--- config.mk ---
export PLATFORM = sky130hd
export DESIGN_NAME = cfg_bank_decoder
export DESIGN_NICKNAME = d
export VERILOG_FILES = /design/src/rtl/cfg_bank_decoder_pkg.sv /design/src/rtl/cfg_bank_decoder_onehot.sv /design/src/rtl/cfg_bank_decoder.sv
export SDC_FILE = /design/constraint.sdc
export NUM_CORES = 1
export LEC_CHECK = 0
export ABC_AREA = 1
export CAP_MARGIN = 0
export CORE_AREA = 2 2 63 65
export CTS_CLUSTER_SIZE = 16
export DETAILED_ROUTE_END_ITERATION = 16
export DIE_AREA = 0 0 65 67
export PLACE_DENSITY = 0.74
export SLEW_MARGIN = 20
export SYNTH_ARGS = -nofsm -noshare
export SYNTH_HDL_FRONTEND = slang
export SYNTH_SLANG_ARGS = --single-unit
--- constraint.sdc ---
create_clock -name prog_clk -period 2.4 [get_ports prog_clk]
set_clock_uncertainty 0.15 [all_clocks]
set_input_delay 0.72 -clock prog_clk [delete_from_list [all_inputs] [get_ports prog_clk]]
set_output_delay 0.72 -clock prog_clk [all_outputs]
set_load 0.005 [all_outputs]
--- src/rtl/cfg_bank_decoder_pkg.sv ---
// Shared types and helpers for the configuration-bank word-line decoder.
package cfg_bank_decoder_pkg;

    typedef enum logic [1:0] {
        IDLE  = 2'd0,
        SETUP = 2'd1,
        PULSE = 2'd2,
        HOLD  = 2'd3
    } state_e;

    localparam int CNT_W     = 4;
    localparam int PAR_MAX_W = 64;

    // Even parity: the returned bit makes the total count of ones even.
    function automatic logic even_parity(input logic [PAR_MAX_W-1:0] bits);
        return ^bits;
    endfunction

endpackage

--- src/rtl/cfg_bank_decoder_onehot.sv ---
// Combinational binary-to-one-hot word-line decode, forced to zero when en is low.
module decoder_onehot #(
    parameter int ADDR_W = 5,
    parameter int NUM_WL = 29
) (
    input  logic              en,
    input  logic [ADDR_W-1:0] addr,
    output logic [0:NUM_WL-1] onehot
);

    for (genvar i = 0; i < NUM_WL; i++) begin : g_line
        assign onehot[i] = en && (addr == ADDR_W'(i));
    end

endmodule

--- src/rtl/cfg_bank_decoder.sv ---
// Sequenced configuration write: latch address/data, pulse one word line, report done/err.
// Optional build macro CFG_BANK_DECODER_PARITY_EN adds an even-parity check on each command.
module cfg_bank_decoder
    import cfg_bank_decoder_pkg::*;
#(
    parameter int ADDR_W    = 5,
    parameter int NUM_WL    = 29,
    parameter int DATA_W    = 1,
    parameter int PULSE_CYC = 2
) (
    input  logic              prog_clk,
    input  logic              prog_reset,
    input  logic              enable,
    input  logic              cmd_valid,
    output logic              cmd_ready,
    input  logic [0:ADDR_W-1] cmd_addr,
    input  logic [0:DATA_W-1] cmd_data,
`ifdef CFG_BANK_DECODER_PARITY_EN
    input  logic              cmd_parity,
`endif
    input  logic              err_clr,
    output logic [0:NUM_WL-1] wl,
    output logic [0:DATA_W-1] bl,
    output logic              busy,
    output logic              done,
    output logic              err
);

    localparam logic [ADDR_W:0] NUM_WL_W = (ADDR_W+1)'(NUM_WL);

    state_e            state_q, state_d;
    logic [CNT_W-1:0]  cnt_q, cnt_d;
    logic [ADDR_W-1:0] addr_q, addr_d;
    logic [0:DATA_W-1] bl_q, bl_d;
    logic [0:NUM_WL-1] wl_q, wl_d;
    logic              done_q, done_d;
    logic              err_q, err_d;

    logic [ADDR_W-1:0] addr_val;
    logic              cmd_err;
    logic              accept;

    // cmd_addr is LSB-first: index 0 carries weight 1.
    always_comb begin
        for (int i = 0; i < ADDR_W; i++) addr_val[i] = cmd_addr[i];
    end

`ifdef CFG_BANK_DECODER_PARITY_EN
    assign cmd_err = ({1'b0, addr_val} >= NUM_WL_W)
                  || (cmd_parity != even_parity(PAR_MAX_W'({cmd_addr, cmd_data})));
`else
    assign cmd_err = ({1'b0, addr_val} >= NUM_WL_W);
`endif

    assign cmd_ready = (state_q == IDLE) && enable && !prog_reset;
    assign accept    = cmd_valid && cmd_ready;

    always_comb begin
        // NOTE: every target gets a default first, so no path leaves one unassigned and no latch is inferred.
        state_d = state_q;
        cnt_d   = cnt_q;
        addr_d  = addr_q;
        bl_d    = bl_q;
        err_d   = err_q;
        if (err_clr) err_d = 1'b0;

        case (state_q)
            IDLE: begin
                if (accept) begin
                    // A rejected command still sets err even when err_clr is high.
                    if (cmd_err) begin
                        err_d = 1'b1;
                    end else begin
                        addr_d  = addr_val;
                        bl_d    = cmd_data;
                        state_d = SETUP;
                    end
                end
            end
            SETUP: begin
                state_d = PULSE;
                cnt_d   = CNT_W'(PULSE_CYC - 1);
            end
            PULSE: begin
                if (cnt_q == '0) state_d = HOLD;
                else             cnt_d   = cnt_q - CNT_W'(1);
            end
            HOLD:    state_d = IDLE;
            default: state_d = IDLE;
        endcase

        done_d = (state_d == HOLD);
    end

    // Decode from the next state so wl is registered in lockstep with PULSE.
    decoder_onehot #(
        .ADDR_W (ADDR_W),
        .NUM_WL (NUM_WL)
    ) u_decoder_onehot (
        .en     (state_d == PULSE),
        .addr   (addr_q),
        .onehot (wl_d)
    );

    always_ff @(posedge prog_clk) begin
        // NOTE: reset is synchronous, so it lives inside the clocked branch and takes effect at the next edge.
        if (prog_reset) begin
            state_q <= IDLE;
            cnt_q   <= '0;
            addr_q  <= '0;
            bl_q    <= '0;
            wl_q    <= '0;
            done_q  <= 1'b0;
            err_q   <= 1'b0;
        end else begin
            // NOTE: non-blocking updates so every flop samples the pre-edge values.
            state_q <= state_d;
            cnt_q   <= cnt_d;
            addr_q  <= addr_d;
            bl_q    <= bl_d;
            wl_q    <= wl_d;
            done_q  <= done_d;
            err_q   <= err_d;
        end
    end

    assign wl   = wl_q;
    assign bl   = bl_q;
    assign busy = (state_q != IDLE);
    assign done = done_q;
    assign err  = err_q;

endmodule

==> results by group, run 1 <==
STA
  – Final setup vio count: 0
  – Crit share post-route: 96.2%
  – Worst setup margin: 0.0924 ns
  – Fmax: 433 MHz
  – Final Hold Viols: 0
  – RSZ-0062 raised after global routing: no
  – Tmin final: 2.31 ns
  – Slew HR: 77.3%
  – Slew @ Worst Pin: 0.340 ns
  – Setup tns final: 0 ns
  – Pins over their slew limit: 0

Floorplan
  – Full die area: 4360 um^2
  – Site Rows: 22
  – Height of the die: 67 um
  – Initial Util: 44.1%
  – Die W: 65 um
  – Core area: 3610 um^2
  – I/O pins: 45

Setup path
  – WS Path Type: flop to primary output
  – Worst EP required: 1.53 ns
  – Worst r2r src: state_q[0]$_SDFF_PP0_
  – R2R cell count: 10
  – Reg2reg setup slack: 0.83 ns
  – Crit path max fanout: 3
  – Setup crit start kind: flop
  – Worst EP arrival: 1.44 ns
  – Worst R2R End: wl[21]$_SDFF_PP0_
  – Setup crit end kind: primary output

Outcome
  – Status: finished clean

Synth
  – Synth cell types: 20
  – Syn_nets: 200
  – Mapped Cells: 184
  – Mean area per synthesized cell: 8.64 um^2
  – Sequential area share after synthesis: 54.1%
  – Ys Warns: 0
  – #FFs+latches synth: 43
  – Cell area after synthesis: 1590 um^2

Layout
  – Non-Filler Instances: 289
  – FILL cells: 322
  – Commonest cells after routing, fill and taps aside: 43 x dfxtp_1, 41 x clkdlybuf4s50_1, 36 x nor2_1
  – Layout Nets: 256
  – Layout area overhead: 40.4%
  – Commonest non-fill, non-tap cell in the layout: dfxtp_1
  – # diodes: 0
  – Multi-input logic area: 596 um^2
  – Sequential Area: 861 um^2
  – Share of layout cells above drive strength 1: 15.8%

Global route
  – First-pass GRT wire length: 4780 um
  – Vias in the first global route: 1182
  – GRT Resource Usage Total: 14.1%
  – Overflow after GRT: 0
  – Initial antenna violation count: 0
  – Pin count of the biggest net entering global routing: 15

Clocking
  – CTS tree: yes
  – CTS sink cnt: 43
  – Worst-skew pair later-pin latency: 0.29 ns
  – Worst-path clk slew: 0.08 ns
  – CTS Root Cell: clkbuf_8
  – H-tree Lvls: 2
  – CTS Buffer Depth: 2
  – Cts bufs inserted: 5

Power
  – Worst vdd ir: 0.656 mV
  – Pwr dens: 895 nW/um^2
  – Leakage: 0.000912 uW
  – Total chip power: 2000 uW

Drt
  – Pre-Repair DR Iteration Count: 4
  – Via Count: 1272
  – Drt drc: 0
  – Vias per std cell: 4.40
  – WL per Instance: 9.13 um
  – DR iter-0 viols: 41
  – Post-DRT Antenna Nets: 0
  – WL final: 2640 um

Place
  – Port buffer count: 44
  – Placed insts: 280
  – HPWL Detailed: 2130 um
  – Post-Place Worst Slack: -0.380 ns
  – RePlAce Congestion: 0.786

Worst hold path
  – Worst Hold Path Cells: 2
  – Hold path startpoint: err$_SDFF_PP0_
  – Worst Hold Class: flop to flop
  – Hold endpoint: err$_SDFF_PP0_

Job
  – Maxcap violations: 0
final cells by class:
type                    count  area share, %
inverters                  26           4.71
well taps                  48           2.69
flip-flops and latches     43           38.5
clock buffers               5           3.08
clock inverters             3           1.96
repair buffers             52           22.4
multi-input cells         112           26.7
power breakdown:
part           leakage [uW]  switching [uW]  total (uW)  internal (uW)
clock             0.0000581             233         542            309
sequential         0.000348            42.9         818            775
combinational      0.000506             369         639            270
worst max-delay path, stage by stage (launching register included):
cell             delay (ns)
dfxtp_1                0.38
inv_2                  0.07
ha_4                   0.17
inv_1                  0.05
clkdlybuf4s50_1        0.48
stage by stage:
step / instance area, um^2 / hold slack [ns] / utilization (%)
2_1_floorplan: 1590 / 0.295 / -
3_3_place_gp: 2100 / 0.307 / 58.3
3_5_place_dp: 2100 / 0.307 / 58.3
4_1_cts: 2220 / 0.323 / 61.7
5_1_grt: 2230 / 0.343 / 61.9
6_report: 2230 / 0.315 / 61.9
synth_stat cells:
library cell / number / area (um^2)
a211oi_1: 1 / 7.51
a21oi_1: 9 / 45.0
buf_6: 1 / 11.3
buf_8: 2 / 30.0
dfxtp_1: 43 / 861
ha_1: 5 / 62.6
inv_1: 25 / 93.8
inv_8: 1 / 11.3
nand2_1: 28 / 105
nand2_2: 1 / 6.26
nand2_4: 5 / 56.3
nand3_1: 7 / 35.0
nand3_4: 1 / 17.5
nor2_1: 36 / 135
nor2_2: 7 / 43.8
nor2_4: 1 / 11.3
nor3_1: 4 / 20.0
o21ai_0: 5 / 25.0
o22ai_1: 1 / 6.26
or2_2: 1 / 6.26
sequential cells by signal, summed over array words and instances, names as in the netlist:
signal	cells
err	1
addr_q	5
state_q	2
wl	29
cnt_q	4
done	1
bl	1
how the worst max path moves through the flow:
stage,startpoint,end,slack [ns]
after detailed placement,prog_reset,cmd_ready,-0.38
after floorplan,prog_reset,cmd_ready,0.50
after global placement,prog_reset,cmd_ready,-0.38
after CTS,enable,cmd_ready,0.008
final,state_q[0]$_SDFF_PP0_,busy,0.09
after global routing,state_q[0]$_SDFF_PP0_,busy,0.04
layer usage:
layer / part of all wire, % / track usage (%)
met1: 44 / 15.7
met2: 47 / 26.0
met5: 0 / 0
met4: 0.87 / 3.99
met3: 7.8 / 4.22
logic make-up (layout without fill, tap and decap cells):
family                     Yosys count  in the layout  synth area share, %
and+or+nand+nor                     91             91                 27.5
DFF                                 43             43                 54.1
buffers and inverters               29             86                 9.21
AOI/OAI and AO/OA                   16             16                 5.27
adders and majority gates            5              5                 3.93
repair_timing:
action,4_1_cts,5_1_grt
gates resized for setup,10,2
buffers inserted,0,1
hold buffers,0,0
setup endpoints to repair,2,1
No activity file was read; power rests on OpenSTA's default activity.
==> inputs of run 2 (changes only) <==
--- a/config.mk
+++ b/config.mk
@@ -11,7 +11,7 @@
 export CTS_CLUSTER_SIZE = 16
 export DETAILED_ROUTE_END_ITERATION = 16
 export DIE_AREA = 0 0 65 67
-export PLACE_DENSITY = 0.74
+export PLACE_DENSITY_LB_ADDON = 0.25
 export SLEW_MARGIN = 20
 export SYNTH_ARGS = -nofsm -noshare
 export SYNTH_HDL_FRONTEND = slang
==> results by group, run 2 (synthesized netlist as in run 1, its figures left out) <==
Outcome
  – Status: finished clean (unchanged)

Worst hold path
  – Worst Hold Path Cells: 2 (unchanged)
  – Worst Hold Class: flop to flop (unchanged)
  – Hold endpoint: addr_q[4]$_SDFFE_PP0P_ (was err$_SDFF_PP0_)
  – Hold path startpoint: addr_q[4]$_SDFFE_PP0P_ (was err$_SDFF_PP0_)

Layout
  – Commonest cells after routing, fill and taps aside: 43 x dfxtp_1, 41 x clkdlybuf4s50_1, 36 x nor2_1 (unchanged)
  – Commonest non-fill, non-tap cell in the layout: dfxtp_1 (unchanged)
  – Non-Filler Instances: 285 (was 289)
  – # diodes: 0 (unchanged)
  – Max reg flops: 29 (unchanged)
  – Layout area overhead: 36.5% (was 40.4%)
  – Share of layout cells above drive strength 1: 13.1% (was 15.8%)
  – Layout Nets: 252 (was 256)
  – Final Core Density: 60.2% (was 61.9%)

Global route
  – First-pass GRT wire length: 4750 um (was 4780 um)
  – Overflow after GRT: 0 (unchanged)
  – Pin count of the biggest net entering global routing: 14 (was 15)
  – Vias in the first global route: 1104 (was 1182)
  – Initial antenna violation count: 0 (unchanged)
  – GRT Resource Usage Total: 14.7% (was 14.1%)

Setup path
  – Setup crit start kind: flop (unchanged)
  – CP max-delay cell: clkdlybuf4s50_1 (unchanged)
  – Worst EP required: 1.53 ns (about the same)
  – Crit path max fanout: 4 (was 3)
  – Reg2reg setup slack: 0.80 ns (was 0.83 ns)
  – Worst EP arrival: 1.45 ns (was 1.44 ns)
  – Worst R2R End: wl[9]$_SDFF_PP0_ (was wl[21]$_SDFF_PP0_)
  – Worst r2r src: state_q[1]$_SDFF_PP0_ (was state_q[0]$_SDFF_PP0_)
  – Setup crit end kind: primary output (unchanged)
  – Worst path max stage delay: 0.48 ns (about the same)
  – Critical Path, Cell by Cell: inv_2, ha_4, inv_1, clkdlybuf4s50_1 (unchanged)
  – WS Path Type: flop to primary output (unchanged)
  – R2R cell count: 9 (was 10)

Floorplan
  – Core area: 3610 um^2 (unchanged)
  – Site Rows: 22 (unchanged)
  – Height of the die: 67 um (unchanged)
  – I/O pins: 45 (unchanged)
  – Full die area: 4360 um^2 (unchanged)
  – Die W: 65 um (unchanged)
  – Initial Util: 44.1% (unchanged)

Clocking
  – Cts bufs inserted: 5 (unchanged)
  – CTS tree: yes (unchanged)
  – CTS Root Cell: clkbuf_8 (unchanged)
  – # hold bufs at CTS: 0 (unchanged)
  – CTS Buffer Depth: 2 (unchanged)
  – Resize count post-CTS: 10 (unchanged)
  – H-tree Lvls: 2 (unchanged)
  – Worst-path clk slew: 0.08 ns (about the same)
  – Worst-skew pair later-pin latency: 0.29 ns (about the same)
  – CTS sink cnt: 43 (unchanged)
  – Setup bufs post-CTS: 0 (unchanged)

Power
  – Leakage: 0.000865 uW (was 0.000912 uW)
  – Clock network fraction of design power: 23.4% (was 27.1%)
  – Internal power: 1230 uW (was 1350 uW)
  – Reg power frac: 43.7% (was 40.9%)
  – Worst vdd ir: 0.539 mV (was 0.656 mV)
  – Logic pwr share: 32.9% (was 31.9%)
  – Pwr dens: 862 nW/um^2 (was 895 nW/um^2)
  – Switch Pwr: 641 uW (was 645 uW)
  – Sw Share: 34.3% (was 32.2%)

STA
  – Hold slack final: 0.317 ns (was 0.315 ns)
  – Tmin final: 2.32 ns (was 2.31 ns)
  – Final Hold Viols: 0 (unchanged)
  – Slew @ Worst Pin: 0.362 ns (was 0.340 ns)
  – Fmax: 431 MHz (was 433 MHz)
  – Final setup vio count: 0 (unchanged)
  – Slew HR: 75.8% (was 77.3%)
  – Pins over their slew limit: 0 (unchanged)
  – RSZ-0062 raised after global routing: no (unchanged)
  – Crit share post-route: 96.6% (was 96.2%)

Place
  – HPWL Detailed: 2120 um (was 2130 um)
  – RePlAce Congestion: 0.724 (was 0.786)
  – Port buffer count: 44 (unchanged)
  – Placed insts: 277 (was 280)

Drt
  – DR iter-0 viols: 73 (was 41)
  – Via Count: 1248 (was 1272)
  – Post-DRT Antenna Nets: 0 (unchanged)
  – WL final: 2800 um (was 2640 um)
  – WL per Instance: 9.81 um (was 9.13 um)
  – Drt drc: 0 (unchanged)
  – Pre-Repair DR Iteration Count: 4 (unchanged)
  – Vias per std cell: 4.38 (was 4.40)

Job
  – Maxcap violations: 0 (unchanged)
run 2: cell count changes in the layout (fill, tap and decap cells not counted), sizes merged:
| cell | before | now |
|---|---|---|
| dlygate4sd2 | 0 | 1 |
| clkbuf | 5 | 6 |
| clkinv | 2 | 1 |
| dlymetal6s2s | 1 | 0 |
| bufinv | 1 | 0 |
| buf | 9 | 5 |
| clkinvlp | 0 | 1 |
run 2: cell type report:
type                    instances  area (um^2)
fillers                       331         1440
flip-flops and latches         43          861
multi-input cells             112          596
repair buffers                 48          464
inverters                      26          105
clock buffers                   6         72.6
well taps                      48         60.1
clock inverters                 2         12.5
run 2: through the flow:
stage / worst slack (ns) / cell area, um^2 / TNS [ns] / total power [uW]
CTS: 0.0641 / 2170 / 0 / 1890
detailed placement: -0.407 / 2080 / -0.407 / 1430
global placement: -0.407 / 2080 / -0.407 / 1420
floorplan: 0.499 / 1590 / 0 / 1280
finish: 0.0824 / 2170 / 0 / 1870
global route: 0.0127 / 2170 / 0 / 2010
run 2: worst max-delay path: cells and delay by family, from the launching register on:
family                     cells  cell delay (ns)
adders and majority gates      1             0.17
buffers and inverters          3             0.61
DFF                            1             0.37
run 2: per-layer routing:
layer	track usage (%)	vias to the layer above	part of all wire (%)
met1	16.8	541	47
li1	-	667	-
met4	7.18	0	1.5
met2	24.6	36	46
met5	0	-	0
met3	5.07	4	5.7
run 2: power by group through the flow:
| stage | logic, uW | registers (uW) | clock network, uW |
|---|---|---|---|
| floorplan | 457 | 826 | 0 |
| global placement | 589 | 830 | 0 |
| detailed placement | 600 | 832 | 0 |
| CTS | 623 | 817 | 452 |
| global route | 696 | 826 | 485 |
| finish | 616 | 817 | 438 |
run 2: worst max-delay path by stage:
| stage | endpoint | cells past startpoint | startpoint |
|---|---|---|---|
| after floorplan | cmd_ready | 4 | prog_reset |
| after global placement | cmd_ready | 5 | prog_reset |
| after detailed placement | cmd_ready | 5 | prog_reset |
| after CTS | busy | 4 | state_q[0]$_SDFF_PP0_ |
| after global routing | busy | 4 | state_q[1]$_SDFF_PP0_ |
| final | busy | 4 | state_q[0]$_SDFF_PP0_ |
